**config.mk**
```make
export PLATFORM = sky130hd
export DESIGN_NAME = reset_sequencer
export DESIGN_NICKNAME = d
export VERILOG_FILES = /design/src/rtl/reset_sequencer.sv
export SDC_FILE = /design/constraint.sdc
export NUM_CORES = 1
export LEC_CHECK = 0
export ABC_AREA = 1
export CAP_MARGIN = 25
export CORE_ASPECT_RATIO = 0.8
export CORE_MARGIN = 2
export CORE_UTILIZATION = 50
export CTS_BUF_LIST = sky130_fd_sc_hd__clkbuf_4 sky130_fd_sc_hd__clkbuf_8 sky130_fd_sc_hd__clkbuf_16
export DETAILED_ROUTE_END_ITERATION = 12
export PLACE_DENSITY = 0.8
export REMOVE_ABC_BUFFERS = 1
export SYNTH_ARGS = -nofsm -noshare
export SYNTH_HDL_FRONTEND = slang
export SYNTH_SLANG_ARGS = --single-unit
```
**constraint.sdc**
```tcl
create_clock -name i_clk -period 4 [get_ports i_clk]
set_input_delay 1 -clock i_clk [delete_from_list [all_inputs] [get_ports i_clk]]
set_output_delay 1 -clock i_clk [all_outputs]
set_load 0.01 [all_outputs]
```
**src/rtl/reset_sequencer.sv**
```systemverilog
// Purpose : releases NUM_STAGES downstream reset domains in order, with per-stage delay and ack handshake.
// Latency : stage k releases delay_k+1 cycles after its load; each ack wait is at most ACK_TIMEOUT cycles.
// Backpressure: none; acks gate progress, a missing ack times out and is flagged in o_err/o_err_stage.
module reset_sequencer #(
  parameter int NUM_STAGES   = 4,
  parameter int DELAY_W      = 8,
  parameter int ACK_TIMEOUT  = 64,
  parameter int N_FLOP_CROSS = 3
) (
  input  logic                          i_clk,
  input  logic                          i_rst_n,
  input  logic                          i_sw_rst_req,
  input  logic [NUM_STAGES*DELAY_W-1:0] i_stage_delay,
  input  logic [NUM_STAGES-1:0]         i_stage_ack,
  output logic [NUM_STAGES-1:0]         o_stage_rst_n,
  output logic                          o_busy,
  output logic                          o_done,
  output logic                          o_err,
  output logic [$clog2(NUM_STAGES)-1:0] o_err_stage
);

  localparam int IDX_W  = $clog2(NUM_STAGES);
  localparam int TCNT_W = $clog2(ACK_TIMEOUT + 1);
  localparam logic [IDX_W-1:0]  LAST_IDX = IDX_W'(NUM_STAGES - 1);
  localparam logic [TCNT_W-1:0] TCNT_MAX = TCNT_W'(ACK_TIMEOUT - 1);

  typedef enum logic [2:0] {S_HOLD, S_DELAY, S_ACK, S_RUN, S_SHUT} state_e;

  state_e                  state_q, state_d;
  logic [IDX_W-1:0]        idx_q, idx_d, idx_inc;
  logic [DELAY_W-1:0]      cnt_q, cnt_d;
  logic [TCNT_W-1:0]       tcnt_q, tcnt_d;
  logic [NUM_STAGES-1:0]   rst_q, rst_d;
  logic                    err_q, err_d;
  logic [IDX_W-1:0]        err_stage_q, err_stage_d;
  logic                    busy_q, busy_d;
  logic                    done_q, done_d;
  logic [N_FLOP_CROSS-1:0] sync_q;
  logic                    rst_sync_n;
  logic [DELAY_W-1:0]      fld_cur, fld_nxt;
  logic                    rel_ev, to_ev, sw_ev, clr_ev, stg_done;

  // Reset synchronizer: clears asynchronously, shifts ones in after release.
  always_ff @(posedge i_clk or negedge i_rst_n) begin
    if (!i_rst_n) sync_q <= '0;
    else          sync_q <= (sync_q << 1) | N_FLOP_CROSS'(1);
  end

  assign rst_sync_n = sync_q[N_FLOP_CROSS-1];
  assign idx_inc    = idx_q + 1'b1;
  assign fld_cur    = i_stage_delay[idx_q*DELAY_W +: DELAY_W];
  assign fld_nxt    = i_stage_delay[idx_inc*DELAY_W +: DELAY_W];

  // State register and all registered outputs.
  always_ff @(posedge i_clk or negedge i_rst_n) begin
    if (!i_rst_n) begin
      state_q     <= S_HOLD;
      idx_q       <= '0;
      cnt_q       <= '0;
      tcnt_q      <= '0;
      rst_q       <= '0;
      err_q       <= 1'b0;
      err_stage_q <= '0;
      busy_q      <= 1'b1;
      done_q      <= 1'b0;
    end else begin
      state_q     <= state_d;
      idx_q       <= idx_d;
      cnt_q       <= cnt_d;
      tcnt_q      <= tcnt_d;
      rst_q       <= rst_d;
      err_q       <= err_d;
      err_stage_q <= err_stage_d;
      busy_q      <= busy_d;
      done_q      <= done_d;
    end
  end

  // Next-state logic: sequencing, counters, and event strobes for the output logic.
  always_comb begin
    state_d  = state_q;
    idx_d    = idx_q;
    cnt_d    = cnt_q;
    tcnt_d   = tcnt_q;
    rel_ev   = 1'b0;
    to_ev    = 1'b0;
    sw_ev    = 1'b0;
    clr_ev   = 1'b0;
    stg_done = 1'b0;
    case (state_q)
      S_HOLD: begin
        if (rst_sync_n) begin
          cnt_d   = fld_cur;
          state_d = S_DELAY;
        end
      end
      S_DELAY: begin
        if (cnt_q != '0) begin
          cnt_d = cnt_q - 1'b1;
        end else begin
          rel_ev  = 1'b1;
          tcnt_d  = '0;
          state_d = S_ACK;
        end
      end
      S_ACK: begin
        if (i_stage_ack[idx_q]) begin
          stg_done = 1'b1;
        end else if (tcnt_q == TCNT_MAX) begin
          to_ev    = 1'b1;
          stg_done = 1'b1;
        end else begin
          tcnt_d = tcnt_q + 1'b1;
        end
        if (stg_done) begin
          if (idx_q == LAST_IDX) begin
            state_d = S_RUN;
          end else begin
            idx_d   = idx_inc;
            cnt_d   = fld_nxt;
            state_d = S_DELAY;
          end
        end
      end
      S_RUN: begin
        if (i_sw_rst_req) begin
          sw_ev   = 1'b1;
          idx_d   = LAST_IDX;
          state_d = S_SHUT;
        end
      end
      S_SHUT: begin
        clr_ev = 1'b1;
        if (idx_q == '0) state_d = S_HOLD;
        else             idx_d   = idx_q - 1'b1;
      end
      default: state_d = S_HOLD;
    endcase
  end

  // Output logic: next values of the registered outputs.
  always_comb begin
    rst_d       = rst_q;
    err_d       = err_q;
    err_stage_d = err_stage_q;
    if (rel_ev)             rst_d[idx_q] = 1'b1;
    if (clr_ev)             rst_d[idx_q] = 1'b0;
    if (state_q == S_HOLD)  rst_d        = '0;
    if (to_ev) begin
      err_d       = 1'b1;
      err_stage_d = idx_q;
    end
    if (sw_ev)              err_d        = 1'b0;
    busy_d = (state_d != S_RUN);
    done_d = (state_d == S_RUN);
  end

  assign o_stage_rst_n = rst_q;
  assign o_busy        = busy_q;
  assign o_done        = done_q;
  assign o_err         = err_q;
  assign o_err_stage   = err_stage_q;

endmodule

```
==> flow_metrics.py <==
metrics = {
    "synth": {
        "netlist_top_cells_count": "nand2_1, inv_1, dfrtp_1, nand3_1, nor2_1",
        "syn_avg_cell_area_um2": 7.21,
        "ys_seq_elements": 32,
        "synthCells": 292,
        "synth_edf_count": 0,
        "synth_area_leaders": "dfrtp_1, nand2_1, inv_1",
        "ys_warn_count": 0,
        "yosys.cell_count.top_type": "nand2_1",
        "synth-main-ff-cell": "dfrtp_1",
        "ys_types": 35,
        "netlist_area_um2": 2100,
        "synth_top_area_frac": 0.369,
        "yosys.area.top_type": "dfrtp_1",
        "ys_seq_area_frac": 0.381,
        "synthArstFlopShare": 1.00,
    },
    "drt": {
        "via_per_inst": 5.09,
        "routed_wl_um": 4980,
        "dr.pass1.iters": 4,
        "routedWlPerCell_um": 12.5,
        "num_vias": 2037,
        "route.detailed.drc": 0,
        "ant_nets": 0,
        "detail_route.iter0.violations": 156,
    },
    "clock_tree": {
        "clk_path_buf_depth": 2,
        "numCtsBuffers": 5,
        "holdBufCountCts": 0,
        "root_buffer": "clkbuf_8",
        "cts_num_sinks": 32,
        "ctsResizeCount": 0,
        "cts_tree": "yes",
        "postCtsSetupRepairBufs": 0,
        "clock_latency_ns": 0.28,
        "htree_levels": 2,
        "clk_pin_slew_ns": 0.07,
    },
    "final_layout": {
        "drive_gt1_frac": 0.0758,
        "antenna_cells": 0,
        "fillers": 358,
        "syn_to_final_growth_pct": 29.9,
        "final_util": 0.663,
        "nets": 387,
    },
    "timing": {
        "hold_viol": 0,
        "clock.fmax_mhz": 431,
        "rsz0062_at_grt": "false",
        "final-setup-viol-count": 0,
        "maxSlewViolCount": 0,
        "period_share": 0.580,
        "setup_tns_ns": 0,
        "finalCriticalPeriod_ns": 2.32,
        "finClkSkew_ns": 0.00409,
    },
    "setup_path": {
        "slowest_delay_ns": 0.53,
        "critPathTopFamily": "buffers and inverters",
        "arrival_ns": 1.32,
        "worst_setup_path_end_kind": "primary output",
        "crit_buf_inv": 1,
        "worstPathCellList": "clkdlybuf4s50_1",
        "cp.required_ns": 3.00,
        "cp-start-kind": "flop",
        "path_class": "flop to primary output",
        "cp_slowest_cell": "clkdlybuf4s50_1",
        "path_max_fanout": 1,
    },
    "grt": {
        "grt_overflow": 0,
        "grt_max_degree": 33,
        "grt_usage": 0.235,
        "grt_pass1_vias": 1914,
        "antenna_found_initial": 0,
        "grt_pass1_wl_um": 8670,
    },
    "power": {
        "p_leak_nw": 1.36,
        "p_per_area_nw_per_um2": 525,
        "ir_drop_v": 0.000425,
        "power_mw": 1.44,
    },
    "placed_design": {
        "gp_congestion": 0.900,
        "io_buffers": 47,
        "hpwl_um": 3740,
    },
    "run": {
        "maxCapViolCount": 0,
    },
    "die": {
        "num_rows": 21,
        "io_pins": 48,
        "core_area_um2": 4130,
        "start_util": 0.510,
        "die_h_um": 62.0,
        "die_w_um": 76.5,
        "design.die.area_um2": 4750,
    },
    "outcome": {
        "status": "finished, final reports clean",
    },
    "hold_path": {
        "hp-class": "flop to flop",
    },
}
-- path summary, 6_finish.rpt --
kind	slack (ns)	end	cells past startpoint	startpoint
hold reg to reg	0.35	sync_q[2]	0	sync_q[1]
setup / recovery	1.68	o_busy	1	o_busy
max in group asynchronous	2.55	o_busy	2	i_rst_n
min in group asynchronous	1.12	o_err	2	i_rst_n
hold / removal	0.35	sync_q[2]	0	sync_q[1]
setup reg to reg	2.05	cnt_q[1]	7	idx_q[0]
-- cell usage in the layout, fill, tap and decap left out, drive strengths merged --
cell,netlist,layout
nor3b,1,1
dfstp,1,1
buf,4,1
nand4,5,5
clkbuf,1,7
nand3b,2,2
nand2,91,91
a21oi,15,15
dfrtp,31,31
nand3,31,31
inv,43,43
a31oi,1,1
nor3,2,2
ha,6,6
nor2,27,27
conb,1,1
o21ai,14,14
a211oi,2,2
or2,1,1
o31ai,1,1
xor2,3,3
a311oi,1,1
xnor2,1,1
clkdlybuf4s50,0,47
bufinv,0,1
o211ai,6,6
a21boi,1,1
-- logic make-up (layout without fill, tap and decap cells) --
group	Yosys count	in the layout	synth area share
and+or+nand+nor	160	160	0.353
buffers and inverters	48	99	0.0987
AOI/OAI and AO/OA	41	41	0.114
DFF	32	32	0.381
adders and majority gates	6	6	0.0357
xor gates and xnor gates	4	4	0.0166
other	1	1	0.00178
-- layout make-up --
cell class              count  area (um^2)  area share
multi-input cells         212         1090       0.400
well taps                  57         71.3      0.0261
inverters                  43          161      0.0590
flip-flops and latches     32          802       0.293
repair buffers             48          478       0.175
clock buffers               7         96.3      0.0352
clock inverters             1         30.0      0.0110
-- metrics by stage --
| stage | instance area, um^2 | hold slack (ns) | std cells | worst slack (ns) |
|---|---|---|---|---|
| final | 2730 | 0.349 | 400 | 1.68 |
| after global placement | 2610 | 0.333 | 392 | 1.59 |
| after floorplan | 2060 | 0.331 | 287 | 2.15 |
| after global routing | 2730 | 0.361 | 400 | 1.64 |
| after CTS | 2730 | 0.352 | 400 | 1.66 |
| after detailed placement | 2610 | 0.336 | 392 | 1.54 |
-- registers in the layout, summed over array words and instances (netlist names) --
name           flops
o_stage_rst_n      4
o_err_stage        2
cnt_q              8
o_err              1
sync_q             3
o_done             1
idx_q              2
tcnt_q             7
o_busy             1
state_q            3
-- metal layers --
metal | GRT usage | up-vias | wire, um
met5 | 0 | - | 0
met4 | 0.0597 | 0 | 25
met3 | 0.0535 | 4 | 331
met2 | 0.378 | 60 | 2200
met1 | 0.329 | 938 | 2420
li1 | - | 1035 | -
-- where the power goes --
part	total [mW]	switching (mW)	leakage, nW	internal (mW)
Sequential	0.458	0.0610	0.408	0.397
Combinational	0.638	0.394	0.883	0.245
Clock	0.340	0.120	0.0645	0.220
Total	1.44	0.575	1.36	0.861
-- worst register-to-register path, cell delays in order, from the launching register on --
cell,delay [ns]
dfrtp_1,0.50
inv_2,0.14
ha_1,0.37
o21ai_2,0.42
o211ai_1,0.16
nand3_1,0.15
nand2_1,0.07
nand2_1,0.07
(Power assumes the default switching activity.)
